[src/rtl/side_buffer_pkg.sv]
// Shared types and defaults for the MinBD side buffer.
// Holds the internal flit type, default sizing constants and the helper that
// sizes the head wait counter.
package side_buffer_pkg;

   localparam int WIDTH_FLIT_INT = 32;

   typedef logic [WIDTH_FLIT_INT-1:0] flit_int_t;

   localparam int SIDE_BUF_DEPTH      = 4;
   localparam int DEF_REDIRECT_THRESH = 2;

   // Wait counter must hold 0..thresh; a zero threshold still gets one bit.
   function automatic int wait_width(input int thresh);
      return (thresh < 1) ? 1 : $clog2(thresh + 1);
   endfunction

endpackage

[src/rtl/side_buffer_if.sv]
// Handshake bundle between the eject-to-side-buffer stage / router pipeline
// (master) and the side buffer (slave).
// The ovf flag exists only when SIDE_BUF_OVF_CHK_EN is defined.
interface side_buffer_if;
   import side_buffer_pkg::*;

   flit_int_t din;
   logic      din_vld;
   logic      full;
   logic      redirect_req;
   logic      redirect_gnt;
   flit_int_t dout;
   logic      dout_vld;
`ifdef SIDE_BUF_OVF_CHK_EN
   logic      ovf;
`endif

`ifdef SIDE_BUF_OVF_CHK_EN
   modport master (
      output din, din_vld, redirect_gnt,
      input  full, redirect_req, dout, dout_vld, ovf
   );
   modport slave (
      input  din, din_vld, redirect_gnt,
      output full, redirect_req, dout, dout_vld, ovf
   );
`else
   modport master (
      output din, din_vld, redirect_gnt,
      input  full, redirect_req, dout, dout_vld
   );
   modport slave (
      input  din, din_vld, redirect_gnt,
      output full, redirect_req, dout, dout_vld
   );
`endif

endinterface

[src/rtl/side_buffer_fifo.sv]
// side_buf_fifo: circular storage for the side buffer.
// Owns the memory, read/write pointers, occupancy count and the registered
// full flag. Pushes that arrive while full are dropped here; a pop that
// happens in the same cycle does not make room for them.
module side_buf_fifo
   import side_buffer_pkg::*;
#(
   parameter int DEPTH = SIDE_BUF_DEPTH
) (
   input  logic                   clk,
   input  logic                   rst,
   input  logic                   push_req,
   input  logic                   pop,
   input  flit_int_t              wr_data,
   output flit_int_t              rd_data,
   output logic [$clog2(DEPTH):0] count,
   output logic                   full
);

   localparam int AW = $clog2(DEPTH);

   flit_int_t      mem [DEPTH];
   logic [AW-1:0]  rd_ptr;
   logic [AW-1:0]  wr_ptr;
   logic [AW:0]    count_next;
   logic           push;

   assign push    = push_req & ~full;
   assign rd_data = mem[rd_ptr];

   // Next occupancy: a simultaneous push and pop leaves it unchanged.
   always_comb begin
      count_next = count;
      case ({push, pop})
         2'b10:   count_next = count + (AW+1)'(1);
         2'b01:   count_next = count - (AW+1)'(1);
         default: count_next = count;
      endcase
   end

   // Pointers, count and full; pointers wrap naturally since DEPTH is 2^n.
   always_ff @(posedge clk or posedge rst) begin
      if (rst) begin
         rd_ptr <= '0;
         wr_ptr <= '0;
         count  <= '0;
         full   <= 1'b0;
      end else begin
         if (push) wr_ptr <= wr_ptr + AW'(1);
         if (pop)  rd_ptr <= rd_ptr + AW'(1);
         count <= count_next;
         full  <= (count_next == (AW+1)'(DEPTH));
      end
   end

   // Storage is deliberately left uncleared by reset; the pointers define validity.
   always_ff @(posedge clk) begin
      if (push) mem[wr_ptr] <= wr_data;
   end

endmodule

[src/rtl/side_buffer.sv]
// side_buffer: MinBD side buffer top.
// Buffers flits deflected by the eject stage and offers the FIFO head back to
// the pipeline once it has waited REDIRECT_THRESH cycles. Popping happens on
// redirect_req & redirect_gnt; dout is masked to zero unless a pop occurs.
// Optional feature macro: SIDE_BUF_OVF_CHK_EN adds a sticky ovf flag and a
// simulation assertion on pushes attempted while full.
module side_buffer
   import side_buffer_pkg::*;
#(
   parameter int DEPTH           = SIDE_BUF_DEPTH,
   parameter int REDIRECT_THRESH = DEF_REDIRECT_THRESH
) (
   input logic         clk,
   input logic         rst,
   side_buffer_if.slave sb
);

   localparam int CW = $clog2(DEPTH) + 1;
   localparam int WW = wait_width(REDIRECT_THRESH);
   localparam logic [WW-1:0] THRESH_W = WW'(REDIRECT_THRESH);

   logic [CW-1:0] count;
   logic          fifo_full;
   logic          fifo_empty;
   flit_int_t     head;
   logic          pop;
   logic          head_ready;
   logic          req;
   logic [WW-1:0] wait_cnt;

   side_buf_fifo #(
      .DEPTH (DEPTH)
   ) u_fifo (
      .clk      (clk),
      .rst      (rst),
      .push_req (sb.din_vld),
      .pop      (pop),
      .wr_data  (sb.din),
      .rd_data  (head),
      .count    (count),
      .full     (fifo_full)
   );

   assign fifo_empty = (count == '0);

   generate
      if (REDIRECT_THRESH == 0) begin : g_no_wait
         assign head_ready = 1'b1;
      end else begin : g_wait
         assign head_ready = (wait_cnt >= THRESH_W);
      end
   endgenerate

   assign req = ~fifo_empty & head_ready;
   assign pop = req & sb.redirect_gnt;

   assign sb.redirect_req = req;
   assign sb.full         = fifo_full;
   assign sb.dout_vld     = pop;
   assign sb.dout         = pop ? head : '0;

   // Head wait counter: restarts for each new head, saturates once ready.
   always_ff @(posedge clk or posedge rst) begin
      if (rst) begin
         wait_cnt <= '0;
      end else if (fifo_empty || pop) begin
         wait_cnt <= '0;
      end else if (!head_ready) begin
         wait_cnt <= wait_cnt + WW'(1);
      end
   end

`ifdef SIDE_BUF_OVF_CHK_EN
   logic ovf_q;

   // Sticky overflow flag; only reset clears it.
   always_ff @(posedge clk or posedge rst) begin
      if (rst) begin
         ovf_q <= 1'b0;
      end else if (sb.din_vld && fifo_full) begin
         ovf_q <= 1'b1;
      end
   end

   assign sb.ovf = ovf_q;

   ovf_chk : assert property (@(posedge clk) disable iff (rst) !(sb.din_vld && fifo_full))
      else $warning("side_buffer: push while full, flit dropped");
`endif

endmodule

[src/flat_wrapper.sv]
// flat-port wrapper written by rule: the top's interface ports become plain ports
module side_buffer_flat import side_buffer_pkg::*;
#(
   parameter int DEPTH           = SIDE_BUF_DEPTH,
   parameter int REDIRECT_THRESH = DEF_REDIRECT_THRESH
)
  (clk, rst, sb_din, sb_din_vld, sb_redirect_gnt, sb_full, sb_redirect_req, sb_dout, sb_dout_vld);
  side_buffer_if sb_i ();
  input logic clk;
  input logic rst;
  input wire logic [$bits(sb_i.din)-1:0] sb_din;
  input wire logic [$bits(sb_i.din_vld)-1:0] sb_din_vld;
  input wire logic [$bits(sb_i.redirect_gnt)-1:0] sb_redirect_gnt;
  output wire logic [$bits(sb_i.full)-1:0] sb_full;
  output wire logic [$bits(sb_i.redirect_req)-1:0] sb_redirect_req;
  output wire logic [$bits(sb_i.dout)-1:0] sb_dout;
  output wire logic [$bits(sb_i.dout_vld)-1:0] sb_dout_vld;
  assign sb_i.din = sb_din;
  assign sb_i.din_vld = sb_din_vld;
  assign sb_i.redirect_gnt = sb_redirect_gnt;
  assign sb_full = sb_i.full;
  assign sb_redirect_req = sb_i.redirect_req;
  assign sb_dout = sb_i.dout;
  assign sb_dout_vld = sb_i.dout_vld;
  side_buffer #(.DEPTH(DEPTH), .REDIRECT_THRESH(REDIRECT_THRESH)) u_core (.clk(clk), .rst(rst), .sb(sb_i));
endmodule
[config.mk]
export PLATFORM = sky130hd
export DESIGN_NAME = side_buffer_flat
export DESIGN_NICKNAME = d
export VERILOG_FILES = /design/src/rtl/side_buffer_pkg.sv /design/src/rtl/side_buffer_if.sv /design/src/rtl/side_buffer_fifo.sv /design/src/rtl/side_buffer.sv /design/src/flat_wrapper.sv
export SDC_FILE = /design/constraint.sdc
export NUM_CORES = 1
export LEC_CHECK = 0
export CAP_MARGIN = 20
export CORE_ASPECT_RATIO = 1.75
export CORE_MARGIN = 2
export CORE_UTILIZATION = 45
export CTS_CLUSTER_DIAMETER = 80
export DETAILED_ROUTE_END_ITERATION = 8
export PLACE_DENSITY = 0.81
export SYNTH_ARGS = -nofsm -noshare
export SYNTH_HDL_FRONTEND = slang
export SYNTH_HIERARCHICAL = 1
export SYNTH_SLANG_ARGS = --single-unit
[constraint.sdc]
create_clock -name clk -period 2.4 [get_ports clk]
set_input_delay 0.72 -clock clk [delete_from_list [all_inputs] [get_ports clk]]
set_output_delay 0.72 -clock clk [all_outputs]
set_load 0.05 [all_outputs]
Word-level counts from Yosys, hierarchy flattened
Memories as Yosys holds them, arrays and structs flattened.
Cells that the tools add are included.
{"block": "op_classes", "reduce_logical": 2, "n_mux": 6, "n_eq_ne": 4, "n_lt_le_gt_ge": 1, "addsub": 5, "n_bitwise": 5}
{"operator": "two-way mux 32 bit", "count": 1}
{"operator": "adder 2 x 1 -> 2 bit, second input constant", "count": 3}
{"operator": "case mux 3 bit (2 select lines)", "count": 1}
{"operator": "two-way mux 2 bit", "count": 2}
{"operator": "adder 3 x 1 -> 3 bit, second input constant", "count": 1}
{"operator": "AND 1 bit", "count": 3}
{"operator": "equality test 3 bit, second input constant", "count": 1}
{"operator": "logical NOT 3 bit", "count": 1}
{"operator": "subtractor 3 x 1 -> 3 bit, second input constant", "count": 1}
{"operator": "equality test 2 x 1 -> 1 bit, second input constant", "count": 1}
{"operator": "equality test 2 bit, second input constant", "count": 1}
{"operator": "greater-or-equal comparator 2 bit, second input constant", "count": 1}
{"operator": "two-way mux 1 bit", "count": 2}
{"operator": "!= test 2 bit, second input constant", "count": 1}
{"operator": "NOT 1 bit", "count": 2}
{"operator": "logical OR 1 bit", "count": 1}
{"block": "totals", "output_inout_bits": 35, "mem_bits_rw": 128, "register_bits": 10, "input_bits": 36, "elab_cells": 29, "mem_count": 1}
{"name": "u_core.u_fifo.mem", "depth": 4, "width": 32, "rd": 1, "rd_clocked_by_memory_dff": 0, "wr": 1, "line": "side_buffer_fifo.sv:22", "source": "flit_int_t mem [DEPTH];"}

Logic depth before layout (Yosys ltp)
Gate-level depths: netlist (run 1).
{"block": "depth", "depth_word": 7, "ltp_mapped": 10, "depth_no_buf": 9}

Cells and area by module
Netlist (run 1), hierarchy kept.
{"module": "side_buf_fifo", "cells_per_inst": 205, "area_per_inst_um2": 5092.4, "seq_area_each_um2": 4043.9, "instances": 1}
{"module": "side_buffer", "cells_per_inst": 51, "area_per_inst_um2": 376.6, "seq_area_each_um2": 50.0, "instances": 1}

Worst setup path before layout (run 1)
OpenSTA, ideal clock, no wires.
{"block": "synth_path", "path_type": "input to output", "from": "input port sb_redirect_gnt", "to": "output port sb_dout[10]", "required_time_ns": 1.680, "t_arrival_ns": 1.730, "stages": 4, "path_slack_ns": -0.050, "path_cell_list": "inv_1 -> nor3_4 -> buf_6 -> and2_1"}
{"block": "synth_via", "elab_chain_len": 2}
{"element": "start, declared", "line": "flat_wrapper.sv:13", "source": "input wire logic [$bits(sb_i.redirect_gnt)-1:0] sb_redirect_gnt;"}
{"element": "AND 1 bit", "line": "side_buffer.sv:55", "source": "assign pop = req & sb.redirect_gnt;"}
{"element": "named net sb_dout_vld", "line": "flat_wrapper.sv:17", "source": "output wire logic [$bits(sb_i.dout_vld)-1:0] sb_dout_vld;"}
{"element": "two-way mux 32 bit", "line": "side_buffer.sv:60", "source": "assign sb.dout = pop ? head : '0;"}
{"element": "end, declared", "line": "flat_wrapper.sv:16", "source": "output wire logic [$bits(sb_i.dout)-1:0] sb_dout;"}
The timed path passes the listed nets, and every way through them passes these cells.

Worst setup path in the final report (run 1)
{"block": "layout_path", "from": "register u_core.u_fifo.rd_ptr[0]", "to": "output port sb_dout[5]"}
{"block": "layout_via", "elab_chain_len": 2}
{"element": "start, declared", "line": "side_buffer_fifo.sv:23", "source": "logic [AW-1:0] rd_ptr;"}
{"element": "start signal, assigned", "line": "side_buffer_fifo.sv:50", "source": "if (pop) rd_ptr <= rd_ptr + AW'(1);"}
{"element": "memory read (4 x 32 bit)"}
{"element": "named net u_core.head[5]", "line": "side_buffer.sv:25", "source": "flit_int_t head;"}
{"element": "two-way mux 32 bit", "line": "side_buffer.sv:60"}
The timed path passes the listed nets, and every way through them passes these cells.

==> results.json, run 1 <==
{
  "via_per_inst": 5.40,
  "drive_gt1_frac": 0.468,
  "hp-class": "in -> async",
  "crit_required_ps": 1680,
  "dr.pass1.iters": 4,
  "clk_path_buf_depth": 2,
  "worst_path_most_repeated_cell": "buf_12",
  "synth_top_cells_by_count": "128 x edfxtp_1, 36 x and2_1, 28 x mux4_2, 10 x dfrtp_1, 7 x inv_1",
  "die_x_um": 87.3,
  "hold_viol": 0,
  "synthCells": 256,
  "finalWorstSetupSlack_ps": -186,
  "io_buffers": 70,
  "leakage_nw": 2.74,
  "grt_max_degree": 25,
  "cts_max_level": 4,
  "drc": 0,
  "die-area_mm2": 0.0131,
  "wl_per_cell_um": 20.2,
  "synth_top_cell_by_area": "edfxtp_1",
  "worst_pin_slew_ps": 505,
  "status": "complete, but fails checks",
  "synth_most_common_cell": "edfxtp_1",
  "dp_hpwl_um": 6190,
  "holdBufCountCts": 0,
  "antennaDiodeCount": 0,
  "syn_avg_cell_area_um2": 21.4,
  "synth_warnings": 6,
  "syn-cell-area_mm2": 0.00547,
  "slew_headroom": 0.663,
  "worstRegToRegCells": 9,
  "final_util": 0.642,
  "yosysSeqAreaShare": 0.749,
  "antenna_found_initial": 0,
  "nNetsFinal": 410,
  "skew_ps": 5.11,
  "grt_pass1_vias": 3062,
  "fmax_ghz": 0.387,
  "cts.clk_slew.worst_paths_ps": 60,
  "crit_arrival_ps": 1870,
  "p_per_area_mw_per_mm2": 1320,
  "max_cap_viol_count": 0,
  "synth.top_cells.by_area": "edfxtp_1 70%, mux4_2 12%, dfrtp_1 4.6%",
  "globalplace.congestion": 0.704,
  "slew_violations": 0,
  "timing.rr.end": "u_core/u_fifo/full",
  "ys_ff_latch": 138,
  "timing.rr.start": "u_core/wait_cnt[1]",
  "crit_type": "reg -> out",
  "start_util": 0.458,
  "synth_top_cell_area_share": 0.703,
  "rsz0062_at_grt": "true",
  "synth-async-reset-ratio": 0.0725,
  "violations": "negative setup slack",
  "grt-ovfl-total": 0,
  "grt_pass1_wl_um": 16400,
  "io_pins": 71,
  "ir_drop_v": 0.000911,
  "synth_edf_count": 128,
  "worst_hold_slack_ps": 516,
  "synth_fp_nets": 299,
  "period_needed_ps": 2590,
  "timing.final.crit_share": 1.08,
  "root_buffer": "clkbuf_16",
  "slowest_stage": "mux4_2",
  "crit_path_end_kind": "output pin",
  "cts_made_buffers": 17,
  "clock_latency_ps": 410,
  "die_h_um": 150,
  "setup_violations": 33,
  "clkSinkCount": 138,
  "drtIter0Drc": 107,
  "antenna_left": 0,
  "cp-start-kind": "register",
  "cts_tree": "done",
  "vias": 2794,
  "coreArea_mm2": 0.0119,
  "synthToLayoutAreaGrowth_pct": 40.0,
  "wl_um": 10400,
  "slowest_delay_ps": 540,
  "synthFlopType": "edfxtp_1",
  "fp-row-count": 53,
  "track_usage": 0.175,
  "r2r_slack_ps": 100,
  "cp_cell_sequence": "buf_12 -> mux4_2 -> and2_4 -> buf_12",
  "cp_max_fo": 16,
  "yosysUniqueCellTypes": 24
}
[metrics by stage]
stage / power, W / TNS, ps / cell area, um^2 / setup WS [ps] / cells
after floorplan: 0.00560 / 0 / 5490 / 1.75 / 256
after global placement: 0.00689 / -14860 / 6780 / -457 / 469
after detailed placement: 0.00699 / -15080 / 6780 / -469 / 469
after CTS: 0.0101 / -6060 / 7590 / -218 / 511
after global routing: 0.0106 / -7380 / 7660 / -248 / 517
final: 0.0101 / -5020 / 7660 / -186 / 517
[final cells by class]
type                       count  area [um^2]
clock buffer                  19          433
tap                          137          171
clock inverter                13          174
timing repair buffer         104         1430
sequential                   138         4100
inverter                       7         26.3
multi-input combinational     99         1330
fill                         786         4280
[report_power, final]
group / internal [W] / switching, W / leakage (nW) / total [W]
Sequential: 0.00316 / 0.000167 / 1.29 / 0.00333
Combinational: 0.00214 / 0.00201 / 1.16 / 0.00415
Clock: 0.00173 / 0.000911 / 0.290 / 0.00264
Total: 0.00703 / 0.00309 / 2.74 / 0.0101
[how the worst max path moves through the flow]
stage                         endpoint  cells past startpoint               startpoint
global placement           sb_dout[20]                      6          sb_redirect_gnt
floorplan           u_core/u_fifo/full                      7          sb_redirect_gnt
finish                      sb_dout[5]                      4  u_core/u_fifo/rd_ptr[0]
global route                sb_dout[3]                      4  u_core/u_fifo/rd_ptr[0]
CTS                        sb_dout[31]                      4  u_core/u_fifo/rd_ptr[0]
detailed placement         sb_dout[19]                      6          sb_redirect_gnt
[logic make-up (layout without fill, tap and decap cells)]
kind of cell,Yosys count,count (layout),synth area share
flops,138,138,0.749
simple gates,49,49,0.0563
mux,33,33,0.137
buf+inv,19,143,0.0281
fa+ha+maj,7,7,0.0174
compound gates,5,5,0.00503
xor+xnor,5,5,0.00801
[state kept, by name (all words and copies together), names as in the netlist]
name and count:
u_core/u_fifo/wr_ptr 2, u_core/wait_cnt 2, u_core/u_fifo/mem 128, u_core/u_fifo/full 1, u_core/u_fifo/count 3, u_core/u_fifo/rd_ptr 2
[critical path, delay by kind of cell (launching register included)]
kind | cells | cell delay, ps
buffers and inverters | 2 | 330
muxes | 1 | 540
DFF | 1 | 400
and+or+nand+nor | 1 | 170
[cells in the final DEF (no fill, tap or decap), types with 4 or more instances in the layout]
| cell type | instances |
|---|---|
| and2_2 | 4 |
| and2_4 | 32 |
| buf_12 | 39 |
| buf_4 | 21 |
| bufinv_16 | 4 |
| clkbuf_16 | 18 |
| clkdlybuf4s50_1 | 34 |
| dfrtp_1 | 7 |
| edfxtp_1 | 128 |
| ha_1 | 4 |
| inv_1 | 5 |
| mux4_2 | 32 |
| nand2_1 | 4 |
| xnor2_1 | 4 |
[repair_timing]
action,4_1_cts,5_1_grt
gates resized for setup,54,8
pin swaps,3,4
setup buffers,8,5
setup endpoints to repair,34,34
cloned,2,1
[metal layers]
layer,up-vias,part of all wire,track usage
li1,1232,-,-
met1,1457,0.37,0.201
met2,83,0.56,0.296
met3,22,0.038,0.0425
met4,0,0.030,0.0931
met5,-,0,0
No activity file was read; power rests on OpenSTA's default activity.
==> inputs of run 2 (changes only) <==
--- a/config.mk
+++ b/config.mk
@@ -7,11 +7,10 @@
 export LEC_CHECK = 0
 export CAP_MARGIN = 20
 export CORE_ASPECT_RATIO = 1.75
-export CORE_MARGIN = 2
-export CORE_UTILIZATION = 45
+export CORE_UTILIZATION = 27
 export CTS_CLUSTER_DIAMETER = 80
 export DETAILED_ROUTE_END_ITERATION = 8
-export PLACE_DENSITY = 0.81
+export PLACE_DENSITY = 0.57
 export SYNTH_ARGS = -nofsm -noshare
 export SYNTH_HDL_FRONTEND = slang
 export SYNTH_HIERARCHICAL = 1
==> run 2 against run 1 <==
The run still ends with negative setup slack left. Cell count increased by 23%. Wire length increased by 10%. Register-to-register slack got worse by 90 ps. Die area increased by 59%. Worst setup slack got worse by 75 ps. Sequential power about the same. Clock skew about the same. Flip-flop and latch count unchanged.
==> results.json, run 2 (synthesis gave the netlist of run 1 again) <==
{
  "status": "complete, but fails checks",
  "violations": "negative setup slack",
  "largest_reg_flops": 128,
  "setup_tns_ps": -6810,
  "slew_headroom": 0.664,
  "top_register": "u_core/u_fifo/mem",
  "place_ws_ps": -464,
  "setup_violations": 34,
  "die_h_um": 190,
  "start_util": 0.276,
  "coreArea_mm2": 0.0198,
  "drc": 0,
  "root_buffer": "clkbuf_16",
  "synthToLayoutAreaGrowth_pct": 47.4,
  "grt_max_degree": 26,
  "drive_gt1_frac": 0.474,
  "io_buffers": 70,
  "cp-start-kind": "register",
  "crit_arrival_ps": 1940,
  "wl_per_cell_um": 18.0,
  "r2r_slack_ps": 10,
  "io_pins": 71,
  "crit_type": "reg -> out",
  "grt_pass1_vias": 3057,
  "dr.pass1.iters": 4,
  "via_per_inst": 4.36,
  "leakage_nw": 2.86,
  "grt_pass1_wl_um": 17100,
  "ir_drop_v": 0.000597,
  "final_util": 0.407,
  "fp-row-count": 68,
  "track_usage": 0.118,
  "cts_made_buffers": 17,
  "crit_start": "u_core/u_fifo/rd_ptr[0]",
  "finalWorstSetupSlack_ps": -260,
  "wl_um": 11500,
  "slew_violations": 0,
  "p_per_area_mw_per_mm2": 1300,
  "cts.clk_slew.worst_paths_ps": 60,
  "cts_max_level": 4,
  "cts_tree": "done",
  "timing.rr.start": "u_core/wait_cnt[1]",
  "fmax_ghz": 0.376,
  "clkSinkCount": 138,
  "rsz0062_at_grt": "true",
  "crit_path_end_kind": "output pin",
  "dp_hpwl_um": 7210,
  "timing.rr.end": "u_core/u_fifo/full",
  "period_needed_ps": 2660,
  "crit_required_ps": 1680,
  "worstRegToRegCells": 10,
  "clock_latency_ps": 410,
  "worst_pin_slew_ps": 504,
  "final_common_cell": "edfxtp_1",
  "timing.final.crit_share": 1.11,
  "mostFrequentLayoutCells": "128 x edfxtp_1, 49 x buf_12, 34 x clkdlybuf4s50_1",
  "hp-class": "in -> async",
  "die-area_mm2": 0.0209,
  "skew_ps": 5.59,
  "clk_path_buf_depth": 2,
  "drtIter0Drc": 84,
  "die_x_um": 110,
  "grt-ovfl-total": 0,
  "reg.largest.list": "u_core/u_fifo/mem: 128 flops, u_core/u_fifo/count: 3 flops",
  "nNetsFinal": 422,
  "antenna_found_initial": 0,
  "antenna_left": 0,
  "hold_viol": 0,
  "vias": 2777,
  "globalplace.congestion": 0.710,
  "endpoint": "sb_dout[13]",
  "final_area_mm2": 0.00806,
  "cp_max_fo": 5,
  "place_area_mm2": 0.00704,
  "antennaDiodeCount": 0,
  "max_cap_viol_count": 0
}
run 2: changes by cell type in the layout (fill, tap and decap cells not counted), sizes merged:
cell	before	now
inv	9	7
buf	67	78
bufinv	4	3
dlygate4sd2	0	1
clkinv	5	4
clkbuf	21	25
run 2: timing repair:
action	in CTS	in global routing
pin swaps	6	9
gates resized for setup	46	15
cloned	3	2
hold buffers	0	0
setup buffers	9	7
endpoints found under the setup margin	34	35
run 2: power by group:
group | switching (W) | internal [W]
clock network | 0.000900 | 0.00162
logic | 0.00214 | 0.00247
registers | 0.000162 | 0.00316
total | 0.00320 | 0.00726
run 2: per-layer routing:
metal,track usage,share of wire
met1,0.121,0.36
met4,0.0523,0.019
met3,0.0318,0.034
met5,0,0
met2,0.217,0.58
run 2: how the worst min path moves through the flow:
stage                                   from                 end  slack, ps
after floorplan                          rst  u_core/wait_cnt[0]        460
after global placement    u_core/wait_cnt[0]  u_core/wait_cnt[0]        500
after detailed placement  u_core/wait_cnt[0]  u_core/wait_cnt[0]        540
after global routing                     rst  u_core/wait_cnt[0]        510
after CTS                                rst  u_core/wait_cnt[1]        490
final                                    rst  u_core/wait_cnt[1]        510
run 2: cell type report:
type                            count  area, um^2
Tap cell                          245         307
Sequential cell                   138        4100
Clock buffer                       23         448
Fill cell                        1726       11800
Multi-Input combinational cell     99        1360
Inverter                            7        26.3
Clock inverter                      9         123
Timing Repair Buffer              116        1700
run 2: worst max-delay path, stage by stage (launching register included):
cell and delay (ps):
dfrtp_2 410, buf_4 160, buf_12 130, mux4_2 480, and2_2 200, buf_12 150
run 2: metrics by stage:
step                total power [W]  hold WS [ps]  instances
floorplan                   0.00560           461        256
finish                       0.0105           515        637
detailed placement          0.00724           537        584
global route                 0.0109           507        637
global placement            0.00716           496        584
CTS                          0.0103           491        628
